## src/rtl/hazard_ctrl.sv

```systemverilog
// -----------------------------------------------------------------------------
// hazard_ctrl
//
// Pipeline hazard / stall controller for a 5-stage in-order pipeline.
// Decides, every cycle, whether the PC advances, whether IF/ID is held,
// squashed or passed through, whether ID/EX receives a bubble, and whether
// the pipeline registers are written at all. It also sequences the drain
// of the pipeline after a HLT instruction and keeps a saturating count of
// the cycles in which the PC did not advance.
//
// All control outputs are Mealy (combinational from state + inputs), so a
// hazard detected in a cycle is acted on in that same cycle.
//
// Ports
//   clk          in   1  rising-edge clock
//   rst          in   1  synchronous active-high reset
//   id_rs        in   4  ID-stage source register 1
//   id_rt        in   4  ID-stage source register 2
//   id_rs_used   in   1  ID instruction reads id_rs
//   id_rt_used   in   1  ID instruction reads id_rt
//   ex_memread   in   1  EX-stage instruction is a load
//   ex_rd        in   4  EX-stage destination register
//   branch_taken in   1  branch/jump resolved taken in ID this cycle
//   halt_id      in   1  HLT instruction present in ID
//   imem_stall   in   1  instruction fetch not valid this cycle
//   dmem_stall   in   1  data memory busy, MEM access incomplete
//   pc_wen       out  1  PC register write enable
//   ifid_nop     out  1  IF/ID hold: replay stored PC/instr, emit NOP
//   ifid_flush   out  1  IF/ID squash: emit NOP, PC advances
//   idex_bubble  out  1  zero ID/EX control signals
//   pipe_wen     out  1  write enable for all pipeline registers
//   halted       out  1  pipeline drained after HLT
//   stall_cnt    out  8  saturating count of cycles with pc_wen=0
// -----------------------------------------------------------------------------
module hazard_ctrl (
    input  logic       clk,
    input  logic       rst,
    input  logic [3:0] id_rs,
    input  logic [3:0] id_rt,
    input  logic       id_rs_used,
    input  logic       id_rt_used,
    input  logic       ex_memread,
    input  logic [3:0] ex_rd,
    input  logic       branch_taken,
    input  logic       halt_id,
    input  logic       imem_stall,
    input  logic       dmem_stall,
    output logic       pc_wen,
    output logic       ifid_nop,
    output logic       ifid_flush,
    output logic       idex_bubble,
    output logic       pipe_wen,
    output logic       halted,
    output logic [7:0] stall_cnt
);

    typedef enum logic [2:0] {
        ST_RUN      = 3'd0,
        ST_LU_STALL = 3'd1,
        ST_MEM_WAIT = 3'd2,
        ST_DRAIN    = 3'd3,
        ST_HALT     = 3'd4
    } state_t;

    state_t     state_q, state_d;
    logic [1:0] drain_cnt_q, drain_cnt_d;
    logic [7:0] stall_cnt_q, stall_cnt_d;

    // Load-use hazard: the load in EX writes a register the ID instruction
    // actually reads. r0 is hard-wired zero, so a load "to r0" never hazards.
    logic lu;
    logic lu_rs_hit;
    logic lu_rt_hit;

    always_comb begin
        lu_rs_hit = id_rs_used && (id_rs == ex_rd);
        lu_rt_hit = id_rt_used && (id_rt == ex_rd);
        lu        = ex_memread && (ex_rd != 4'd0) && (lu_rs_hit || lu_rt_hit);
    end

    // -------------------------------------------------------------------------
    // Next state and Mealy outputs
    // -------------------------------------------------------------------------
    always_comb begin
        // Default: free-running pipeline, nothing to do.
        state_d     = state_q;
        drain_cnt_d = drain_cnt_q;
        pc_wen      = 1'b1;
        ifid_nop    = 1'b0;
        ifid_flush  = 1'b0;
        idex_bubble = 1'b0;
        pipe_wen    = 1'b1;
        halted      = 1'b0;

        unique case (state_q)
            ST_RUN, ST_LU_STALL: begin
                // In LU_STALL the load has already moved on to MEM, so the
                // comparison against EX is stale and must be ignored; this
                // is what limits a load to exactly one bubble.
                if (dmem_stall) begin
                    pc_wen   = 1'b0;
                    pipe_wen = 1'b0;
                    state_d  = ST_MEM_WAIT;
                end else if (lu && (state_q == ST_RUN)) begin
                    // Branch (if any) is ignored here; it re-resolves next
                    // cycle once the loaded value can be forwarded.
                    pc_wen      = 1'b0;
                    ifid_nop    = 1'b1;
                    idex_bubble = 1'b1;
                    state_d     = ST_LU_STALL;
                end else if (branch_taken) begin
                    ifid_flush = 1'b1;
                    state_d    = ST_RUN;
                end else if (halt_id) begin
                    // HLT proceeds down the pipe; nothing younger follows.
                    pc_wen      = 1'b0;
                    ifid_flush  = 1'b1;
                    drain_cnt_d = 2'd3;
                    state_d     = ST_DRAIN;
                end else if (imem_stall) begin
                    // Fetch bubble: hold the PC and feed a NOP into ID.
                    pc_wen     = 1'b0;
                    ifid_flush = 1'b1;
                    state_d    = ST_RUN;
                end else begin
                    state_d = ST_RUN;
                end
            end

            ST_MEM_WAIT: begin
                // Whole pipe frozen until the data access completes; the
                // release cycle behaves as an event-free RUN cycle.
                if (dmem_stall) begin
                    pc_wen   = 1'b0;
                    pipe_wen = 1'b0;
                end else begin
                    state_d = ST_RUN;
                end
            end

            ST_DRAIN: begin
                // Let the instructions ahead of HLT retire. Only cycles in
                // which the pipe actually moves count towards the drain.
                pc_wen     = 1'b0;
                ifid_flush = 1'b1;
                if (dmem_stall) begin
                    pipe_wen = 1'b0;
                end else begin
                    if (drain_cnt_q <= 2'd1) begin
                        drain_cnt_d = 2'd0;
                        state_d     = ST_HALT;
                    end else begin
                        drain_cnt_d = drain_cnt_q - 2'd1;
                    end
                end
            end

            ST_HALT: begin
                // Terminal until reset; the pipe keeps clocking NOPs.
                pc_wen      = 1'b0;
                ifid_flush  = 1'b1;
                idex_bubble = 1'b1;
                halted      = 1'b1;
            end

            default: begin
                state_d = ST_RUN;
            end
        endcase

        // While in reset, flush the front end and clock NOPs through the
        // rest of the pipeline so no stale instruction survives reset.
        if (rst) begin
            pc_wen      = 1'b0;
            ifid_nop    = 1'b0;
            ifid_flush  = 1'b1;
            idex_bubble = 1'b1;
            pipe_wen    = 1'b1;
            halted      = 1'b0;
        end
    end

    // Saturating stall counter.
    always_comb begin
        stall_cnt_d = stall_cnt_q;
        if (!pc_wen && (stall_cnt_q != 8'hFF)) begin
            stall_cnt_d = stall_cnt_q + 8'd1;
        end
    end

    // -------------------------------------------------------------------------
    // State registers
    // -------------------------------------------------------------------------
    always_ff @(posedge clk) begin
        if (rst) begin
            state_q     <= ST_RUN;
            drain_cnt_q <= 2'd0;
            stall_cnt_q <= 8'd0;
        end else begin
            state_q     <= state_d;
            drain_cnt_q <= drain_cnt_d;
            stall_cnt_q <= stall_cnt_d;
        end
    end

    assign stall_cnt = stall_cnt_q;

endmodule

```

## config.mk

```make
export PLATFORM = sky130hd
export DESIGN_NAME = hazard_ctrl
export DESIGN_NICKNAME = d
export VERILOG_FILES = /design/src/rtl/hazard_ctrl.sv
export SDC_FILE = /design/constraint.sdc
export NUM_CORES = 1
export LEC_CHECK = 0
export CAP_MARGIN = 15
export CORE_UTILIZATION = 43
export DETAILED_ROUTE_END_ITERATION = 10
export PLACE_DENSITY = 0.9
export SKIP_CTS_REPAIR_TIMING = 1
export SYNTH_ARGS = -nofsm -noshare
export SYNTH_HDL_FRONTEND = slang
export SYNTH_SLANG_ARGS = --single-unit
```

## constraint.sdc

```tcl
create_clock -name clk -period 3 [get_ports clk]
set_clock_uncertainty 0.1 [all_clocks]
set_input_delay 0.9 -clock clk [delete_from_list [all_inputs] [get_ports clk]]
set_output_delay 0.9 -clock clk [all_outputs]
set_load 0.005 [all_outputs]
```

==> results_dict.tcl <==
set metrics [dict create \
    drtAntennaViolNets 0 \
    first_global_vias 993 \
    viasPerCell 5.78 \
    die_area_um2 2310 \
    slew-limit-headroom 0.784 \
    yosysUniqueCellTypes 40 \
    fin_nets 196 \
    fp.dieW_um 48.1 \
    power_density_nw_per_um2 286 \
    cp-start-kind "primary input" \
    hold_viol_final 0 \
    firstDrtPassIters 4 \
    port_buffers 34 \
    cts_buffer_depth 2 \
    postSynthCellCount 118 \
    die_y_um 48.1 \
    power_mw 0.460 \
    p_leak_nw 0.751 \
    cp.required_ns 2.00 \
    routedWlPerCell_um 15.9 \
    clock.fmax_mhz 306 \
    drv_cap 0 \
    yosys.area_share.adder 0.0137 \
    synthArstFlopShare 0 \
    ios 35 \
    period_needed_ns 3.27 \
    path_max_fanout 4 \
    numCtsBuffers 3 \
    worst_slack_ns -0.268 \
    wirelength_um 3180 \
    grt_max_degree 10 \
    rsz0062_at_grt "true" \
    critPathArrivalTime_ns 2.27 \
    cts_sinks 13 \
    fill_cells 131 \
    cts_tree "built" \
    synth_seq_cells 13 \
    synth_nets 140 \
    synthMuxAreaShare 0.0233 \
    setup_viol 4 \
    gp_congestion 0.807 \
    syn2layout_area_growth_pct 76.4 \
    violations "negative setup slack" \
    synth_top_family_by_area "simple AND/OR/NAND/NOR gates" \
    crit_type "primary input to primary output" \
    cts_root_buffer "clkbuf_4" \
    tightest_slew_ns 0.323 \
    peakVddDrop_uv 241 \
    synth_edf_count 0 \
    vias 1155 \
    clk_latency_ns 0.29 \
    synth_compound_area_frac 0.178 \
    htreeDepth 1 \
    cp-end-kind "primary output" \
    min_path_type "register to register" \
    ys_dominant_reg_cell "dfxtp_1" \
    fp-row-count 16 \
    synth_xor_area_frac 0.0767 \
    grtUsageTotal 0.236 \
    fin_area_um2 1610 \
    synth.cell_area_um2 913 \
    drive_above_1_share 0.318 \
    grt_pass1_wl_um 3870 \
    placed_area_um2 1430 \
    synthSimpleGateAreaFrac 0.386 \
    start_util 0.461 \
    clkTransAtPathRegs_ns 0.08 \
    drc 0 \
    synth_warnings 0 \
    drt_iter0_markers 34 \
    slew_violations 0 \
    avgSynthCellArea_um2 7.74 \
    period_share 1.09 \
    coreArea_um2 1980 \
    diodes 0 \
    dp_hpwl_um 2160 \
    antenna_found_initial 0 \
    ys_seq_area_frac 0.285 \
    worst_hold_slack_ns 0.402 \
    grt-ovfl-total 0 \
    status "finished with violations" \
]
==> metal layers <==
metal / track usage / vias up / part of all wire
li1: - / 552 / -
met1: 0.216 / 551 / 0.34
met2: 0.511 / 41 / 0.60
met3: 0.0481 / 11 / 0.037
met4: 0.0556 / 0 / 0.029
met5: 0 / - / 0
==> path summary, 6_finish.rpt <==
| check | start | to | slack [ns] | cells past startpoint |
|---|---|---|---|---|
| worst min-delay path | stall_cnt[5] | stall_cnt[5] | 0.40 | 2 |
| worst min register to register | stall_cnt[5] | stall_cnt[5] | 0.40 | 2 |
| worst max register to register | state_q[0] | stall_cnt[4] | 0.80 | 7 |
| worst max-delay path | ex_rd[2] | pc_wen | -0.27 | 7 |
==> flip-flops by register name, summed over array words and instances, names as in the netlist <==
name         count
drain_cnt_q      2
stall_cnt        8
state_q          3
==> cells by family (layout without fill, tap and decap cells) <==
kind of cell	Yosys count	after routing
simple gates	60	60
compound gates	27	27
flops	13	13
xor+xnor	8	8
buf+inv	7	62
mux	2	2
fa+ha+maj	1	1
==> cell type report <==
| cell class | instances | area (um2) | share of cell area |
|---|---|---|---|
| clock buffers | 3 | 22.5 | 0.0140 |
| clock inverters | 1 | 5.00 | 0.00311 |
| inverters | 1 | 3.75 | 0.00233 |
| multi-input cells | 98 | 721 | 0.447 |
| flip-flops and latches | 13 | 260 | 0.161 |
| well taps | 27 | 33.8 | 0.0210 |
| repair buffers | 57 | 566 | 0.351 |
==> worst max-delay path: stages <==
cell      delay (ns)
buf_6           0.10
nor4_2          0.25
and4bb_4        0.24
and4_4          0.19
o31a_1          0.30
nor2_1          0.14
buf_2           0.15
==> where the power goes <==
part	total (mW)	switching (mW)	internal, mW
combinational	0.155	0.0686	0.0867
sequential	0.188	0.00840	0.180
clock	0.117	0.0673	0.0497
==> layout by cell type (no fill, tap or decap), drive strengths merged, types with 2 or more instances in the layout <==
master	instances
nand2	9
or4	5
buf	28
nand3	6
o31ai	5
a21oi	10
dlymetal6s2s	13
nor3	7
nand4	4
xnor2	2
clkbuf	4
and4	3
or3	2
o21ai	7
nor4	2
xor2	6
dfxtp	13
nor2	13
clkdlybuf4s50	15
==> per-stage QoR <==
stage | util | setup TNS [ns] | worst slack, ns | cells
2_1_floorplan | - | 0 | 0.0262 | 118
5_1_grt | 0.813 | -1.07 | -0.362 | 200
3_3_place_gp | 0.720 | -4.87 | -0.926 | 194
6_report | 0.813 | -0.733 | -0.268 | 200
4_1_cts | 0.734 | -4.16 | -0.974 | 198
3_5_place_dp | 0.720 | -5.32 | -0.973 | 194
==> cell usage after synthesis (2+ instances only) <==
cell	number	area (um2)
nand4_1	4	25.0
nand3_1	6	30.0
clkbuf_1	4	15.0
or4_1	5	37.5
nor4_1	2	12.5
o31ai_1	5	37.5
and4_4	2	22.5
dfxtp_1	13	260
nor2_1	12	45.0
xor2_1	6	52.6
nand2_1	9	33.8
o21ai_0	6	30.0
or3_1	2	12.5
xnor2_1	2	17.5
nor3_1	6	30.0
a21oi_1	10	50.1
(Power assumes the default switching activity.)
